`config.mk`:
```
export PLATFORM = sky130hd
export DESIGN_NAME = balance_ledger_arbiter
export DESIGN_NICKNAME = d
export VERILOG_FILES = /design/src/rtl/atm_pkg.sv /design/src/rtl/rr_arbiter_2.sv /design/src/rtl/balance_ledger_arbiter.sv
export SDC_FILE = /design/constraint.sdc
export NUM_CORES = 1
export LEC_CHECK = 0
export CORE_MARGIN = 4
export CORE_UTILIZATION = 35
export DETAILED_ROUTE_END_ITERATION = 12
export PLACE_DENSITY = 0.67
export SKIP_LAST_GASP = 1
export SLEW_MARGIN = 20
export SYNTH_ARGS = -nofsm -noshare
export SYNTH_HDL_FRONTEND = slang
export SYNTH_HIERARCHICAL = 1
export SYNTH_SLANG_ARGS = --single-unit
```
`constraint.sdc`:
```
create_clock -name clk -period 3.9 [get_ports clk]
set_input_delay 0.585 -clock clk [delete_from_list [all_inputs] [get_ports clk]]
set_output_delay 0.585 -clock clk [all_outputs]
set_load 0.02 [all_outputs]
```
`src/rtl/atm_pkg.sv`:
```
// Shared encodings for the balance ledger: opcodes, response status and FSM states.
package atm_pkg;

  typedef enum logic [1:0] {
    OP_QUERY    = 2'b00,
    OP_DEPOSIT  = 2'b01,
    OP_WITHDRAW = 2'b10,
    OP_RSVD     = 2'b11
  } op_e;

  typedef enum logic [1:0] {
    ST_OK           = 2'b00,
    ST_INSUFFICIENT = 2'b01,
    ST_OVERFLOW     = 2'b10,
    ST_BAD_OP       = 2'b11
  } status_e;

  typedef enum logic [1:0] {
    S_IDLE = 2'b00,
    S_EXEC = 2'b01,
    S_RESP = 2'b10
  } state_e;

endpackage

```
`src/rtl/rr_arbiter_2.sv`:
```
// Two-way round-robin arbiter; priority moves to the other requester only when a grant is taken.
module rr_arbiter_2 (
  input  logic       clk,
  input  logic       rst,
  input  logic [1:0] req,
  input  logic       advance,
  output logic [1:0] gnt
);

  // prio = 1 means requester 1 wins a tie
  logic prio;

  always_comb begin
    gnt = 2'b00;
    case (req)
      2'b01:   gnt = 2'b01;
      2'b10:   gnt = 2'b10;
      2'b11:   gnt = prio ? 2'b10 : 2'b01;
      default: gnt = 2'b00;
    endcase
  end

  always_ff @(posedge clk) begin
    if (rst)          prio <= 1'b0;
    else if (advance) prio <= gnt[0];
  end

endmodule

```
`src/rtl/balance_ledger_arbiter.sv`:
```
// Two-requester balance ledger: arbitrate, latch one transaction, execute it, pulse a response.
module balance_ledger_arbiter
  import atm_pkg::*;
#(
  parameter logic [7:0] INIT_BALANCE = 8'd0
) (
  input  logic        clk,
  input  logic        rst,
  input  logic [1:0]  req_valid,
  input  logic [3:0]  req_op,
  input  logic [15:0] req_amount,
  output logic [1:0]  req_ready,
  output logic [1:0]  rsp_valid,
  output logic [1:0]  rsp_status,
  output logic [7:0]  rsp_balance,
  output logic [7:0]  balance,
  output logic        busy
);

  state_e     state, state_nxt;
  logic [1:0] gnt;
  logic       accept;
  logic       grant_q;
  op_e        op_q;
  logic [7:0] amt_q;
  status_e    res_status;
  logic [7:0] res_balance;
  logic [8:0] sum;

  rr_arbiter_2 u_arb (
    .clk     (clk),
    .rst     (rst),
    .req     (req_valid),
    .advance (accept),
    .gnt     (gnt)
  );

  assign accept = |req_ready;
  assign busy   = (state != S_IDLE);

  always_comb begin
    state_nxt = state;
    req_ready = 2'b00;
    case (state)
      S_IDLE: begin
        if (!rst) req_ready = gnt & req_valid;
        if (|req_ready) state_nxt = S_EXEC;
      end
      S_EXEC:  state_nxt = S_RESP;
      S_RESP:  state_nxt = S_IDLE;
      default: state_nxt = S_IDLE;
    endcase
  end

  // Result of the latched transaction against the committed balance
  assign sum = {1'b0, balance} + {1'b0, amt_q};

  always_comb begin
    res_status  = ST_OK;
    res_balance = balance;
    case (op_q)
      OP_QUERY: ;
      OP_DEPOSIT: begin
        if (sum[8]) res_status  = ST_OVERFLOW;
        else        res_balance = sum[7:0];
      end
      OP_WITHDRAW: begin
        if (amt_q > balance) res_status  = ST_INSUFFICIENT;
        else                 res_balance = balance - amt_q;
      end
      default: res_status = ST_BAD_OP;
    endcase
  end

  always_ff @(posedge clk) begin
    if (rst) begin
      state       <= S_IDLE;
      balance     <= INIT_BALANCE;
      rsp_valid   <= 2'b00;
      rsp_status  <= ST_OK;
      rsp_balance <= 8'd0;
      grant_q     <= 1'b0;
      op_q        <= OP_QUERY;
      amt_q       <= 8'd0;
    end else begin
      state     <= state_nxt;
      rsp_valid <= 2'b00;
      if (accept) begin
        grant_q <= req_ready[1];
        op_q    <= op_e'(req_ready[1] ? req_op[3:2] : req_op[1:0]);
        amt_q   <= req_ready[1] ? req_amount[15:8] : req_amount[7:0];
      end
      if (state == S_EXEC) begin
        balance     <= res_balance;
        rsp_status  <= res_status;
        rsp_balance <= res_balance;
        rsp_valid   <= grant_q ? 2'b10 : 2'b01;
      end
    end
  end

endmodule

```
==> metrics <==
number of flops mapped to enable cells by yosys=0; via count of the first global-routing pass=about 1500; kind of critical path=flop to flop; Post-CTS Setup Inserts=0; Period Utilization, post-route=about three quarters; Post-synth ARST share=0%; register bit count reported by yosys=26; clock transition at the registers of the reported paths=roughly 100 ps; Worst setup EP type=flop; area share of the largest cell type after synthesis=between 20% and 30%; Num CTS Buffers=3; worst skew pair latency=270 ps; max cap viols=0; Setup TNS=0 ps; Tot Pwr=622 uW; final net count=roughly 290; Clock Root Buffer=clkbuf_8; Clock Path Buffers=2; RSZ-0062 raised after global routing=false; Antenna Nets Post-Route=0; Hold Vio Cnt, Final=0; # DRC=0; DR WL/cell=about 13 um; final setup vio count=0; sequential area share after synthesis=~28%; Slew @ Worst Pin=964 ps; Initial Util=between 30% and 40%; CP Launch Type=flop; Cells after Synth=217; Max stage delay cell, worst path=o211ai_1; CTS tree=yes; maximum VDD drop=between 0.1 and 0.15 mV; Die Wd=about 80 um; CP max FO=12; via count of the routed design=about 1600; Yosys cell types=between 50 and 60; CP max stage delay=770 ps; Setup crit start=balance[0]; FP Rows=26; number of port buffers=between 40 and 50; H-tree Lvls=1; initial antenna violation count=0; Finished Core Util=a little under half; pin count of the biggest net entering global routing=27; Final Cell Area=around 2400 um^2; Overflow after GRT=0; post-route clock skew=approximately 9 ps; Syn-to-layout area delta=27.1%; synthesized area=approximately 1900 um^2; ys flop type=dfxtp_1; YS warnings=6; CP Data Arrival Time=a little over 3000 ps; relative slew slack=between 30% and 40%; GRT Overall Usage=a little over an eighth; fill cell count=between 500 and 600; Vias/cell=around 5; fin crit period=between 2000 and 3000 ps; required time of the worst setup path=about 4100 ps; top post-synthesis cells by area=dfxtp_1, ha_1, mux2i_1; CTS Sinks=26; area leader, netlist=dfxtp_1; Starting DRT DRC Count=86; Power Dens Cells=between 200 and 300 nW/um^2; Worst Hold Class=flop to flop; die height=80.8 um; total wire length=slightly above 4 mm; die area=roughly 6500 um^2; FF-to-FF Start=balance[0]; placed cell area=roughly 2300 um^2; Achievable Freq=approximately 0.35 GHz; Slew Viols, Final=0; hpwl dp=3.21 mm; layout cell share with drive strength beyond 1=under 10%; worst reg2reg path depth=9; Leak Pwr=slightly above 0.9 nW; R2R Path End=balance[6]; Mean Syn Cell Area=roughly 8.6 um^2; r2r setup slk=roughly 1000 ps; syn nets=259; io pins=47; register area=roughly 520 um^2; Setup crit end=balance[6]; Post-CTS Hold Buffers=0; DR pass1 iterations=4; status=complete, no violations; routability cong.=0.805; post-cts resize count=0; CP cell instances=inv_1 -> ha_1 -> fa_1 -> nor2b_1 -> o2111ai_1 -> and3b_1 -> o211ai_1 -> a21oi_1 -> a311oi_1; global-route wire length before repair=a little under 7 mm; Multi-input gate area=1160 um^2; Placeable Area=approximately 5100 um^2; diode count=0
routing by layer:
layer / vias up / GRT usage, % / share of wire [%]
met4: 0 / 2.53 / 0.77
met5: - / 0 / 0
met3: 4 / 2.44 / 5.1
met1: 719 / 18.4 / 49
met2: 44 / 21.3 / 45
li1: 829 / - / -
cell usage in the layout (no fill, tap or decap), types with 5 or more instances in the layout:
master / synthesis / layout
a311oi_1: 5 / 5
o21ai_0: 6 / 6
nor2_1: 21 / 21
nor2b_1: 6 / 6
nand2b_1: 7 / 7
mux2i_1: 12 / 12
clkdlybuf4s50_1: 0 / 46
ha_1: 16 / 16
a21oi_1: 11 / 11
a211oi_1: 11 / 11
dfxtp_1: 26 / 26
nand2_1: 5 / 5
nor3_1: 5 / 5
inv_1: 15 / 15
final cells by class:
type | count | area share [%]
well taps | 70 | 3.71
clock buffers | 4 | 2.33
multi-input cells | 154 | 49.0
repair buffers | 49 | 20.5
inverters | 15 | 2.39
flip-flops and latches | 26 | 22.1
critical path: cells and delay by family, from the launching register on:
family	cells	cell delay, ps
compound gates	4	1290
fa+ha+maj	2	610
simple gates	2	380
flops	1	400
buf+inv	1	60
registers in the layout, summed over array words and instances (netlist names):
register	cells
state	2
op_q	2
grant_q	1
amt_q	8
u_arb/prio	1
balance	8
rsp_valid	2
rsp_status	2
Yosys cell counts (6+ instances only):
cell and n:
dfxtp_1 26, buf_4 9, nand2b_1 7, nor2b_1 6, a211oi_1 11, a21oi_1 11, inv_1 15, clkbuf_1 8
nor2_1 21, mux2i_1 12, o21ai_0 6, ha_1 16
per-stage QoR:
stage	hold slack [ps]	instances	setup WS (ps)
floorplan	416	217	1510
global placement	444	314	1060
detailed placement	444	314	1050
CTS	461	318	1020
global route	482	318	690
finish	461	318	1050
worst min path at each step:
stage / slack, ps / cells past startpoint / end / startpoint
after floorplan: 420 / 1 / rsp_valid[0] / grant_q
final: 460 / 1 / rsp_valid[0] / grant_q
after global placement: 440 / 1 / rsp_valid[0] / grant_q
after global routing: 480 / 1 / rsp_valid[0] / grant_q
after detailed placement: 440 / 1 / rsp_valid[0] / grant_q
after CTS: 460 / 2 / rsp_status[0] / rsp_status[0]
kinds of logic after synthesis:
family                     synth area share [%]
and+or+nand+nor                            17.2
AOI/OAI and AO/OA                          23.4
buffers and inverters                      9.64
DFF                                        28.0
adders and majority gates                  12.9
muxes                                      6.47
xor gates and xnor gates                   2.36
report_power, final:
part / total, mW / switching [mW] / internal [mW]
clock: 0.176 / 0.0862 / 0.0902
combinational: 0.155 / 0.0772 / 0.0775
sequential: 0.291 / 0.0137 / 0.278
total: 0.622 / 0.177 / 0.445
Power figures use the tool's default switching activity.
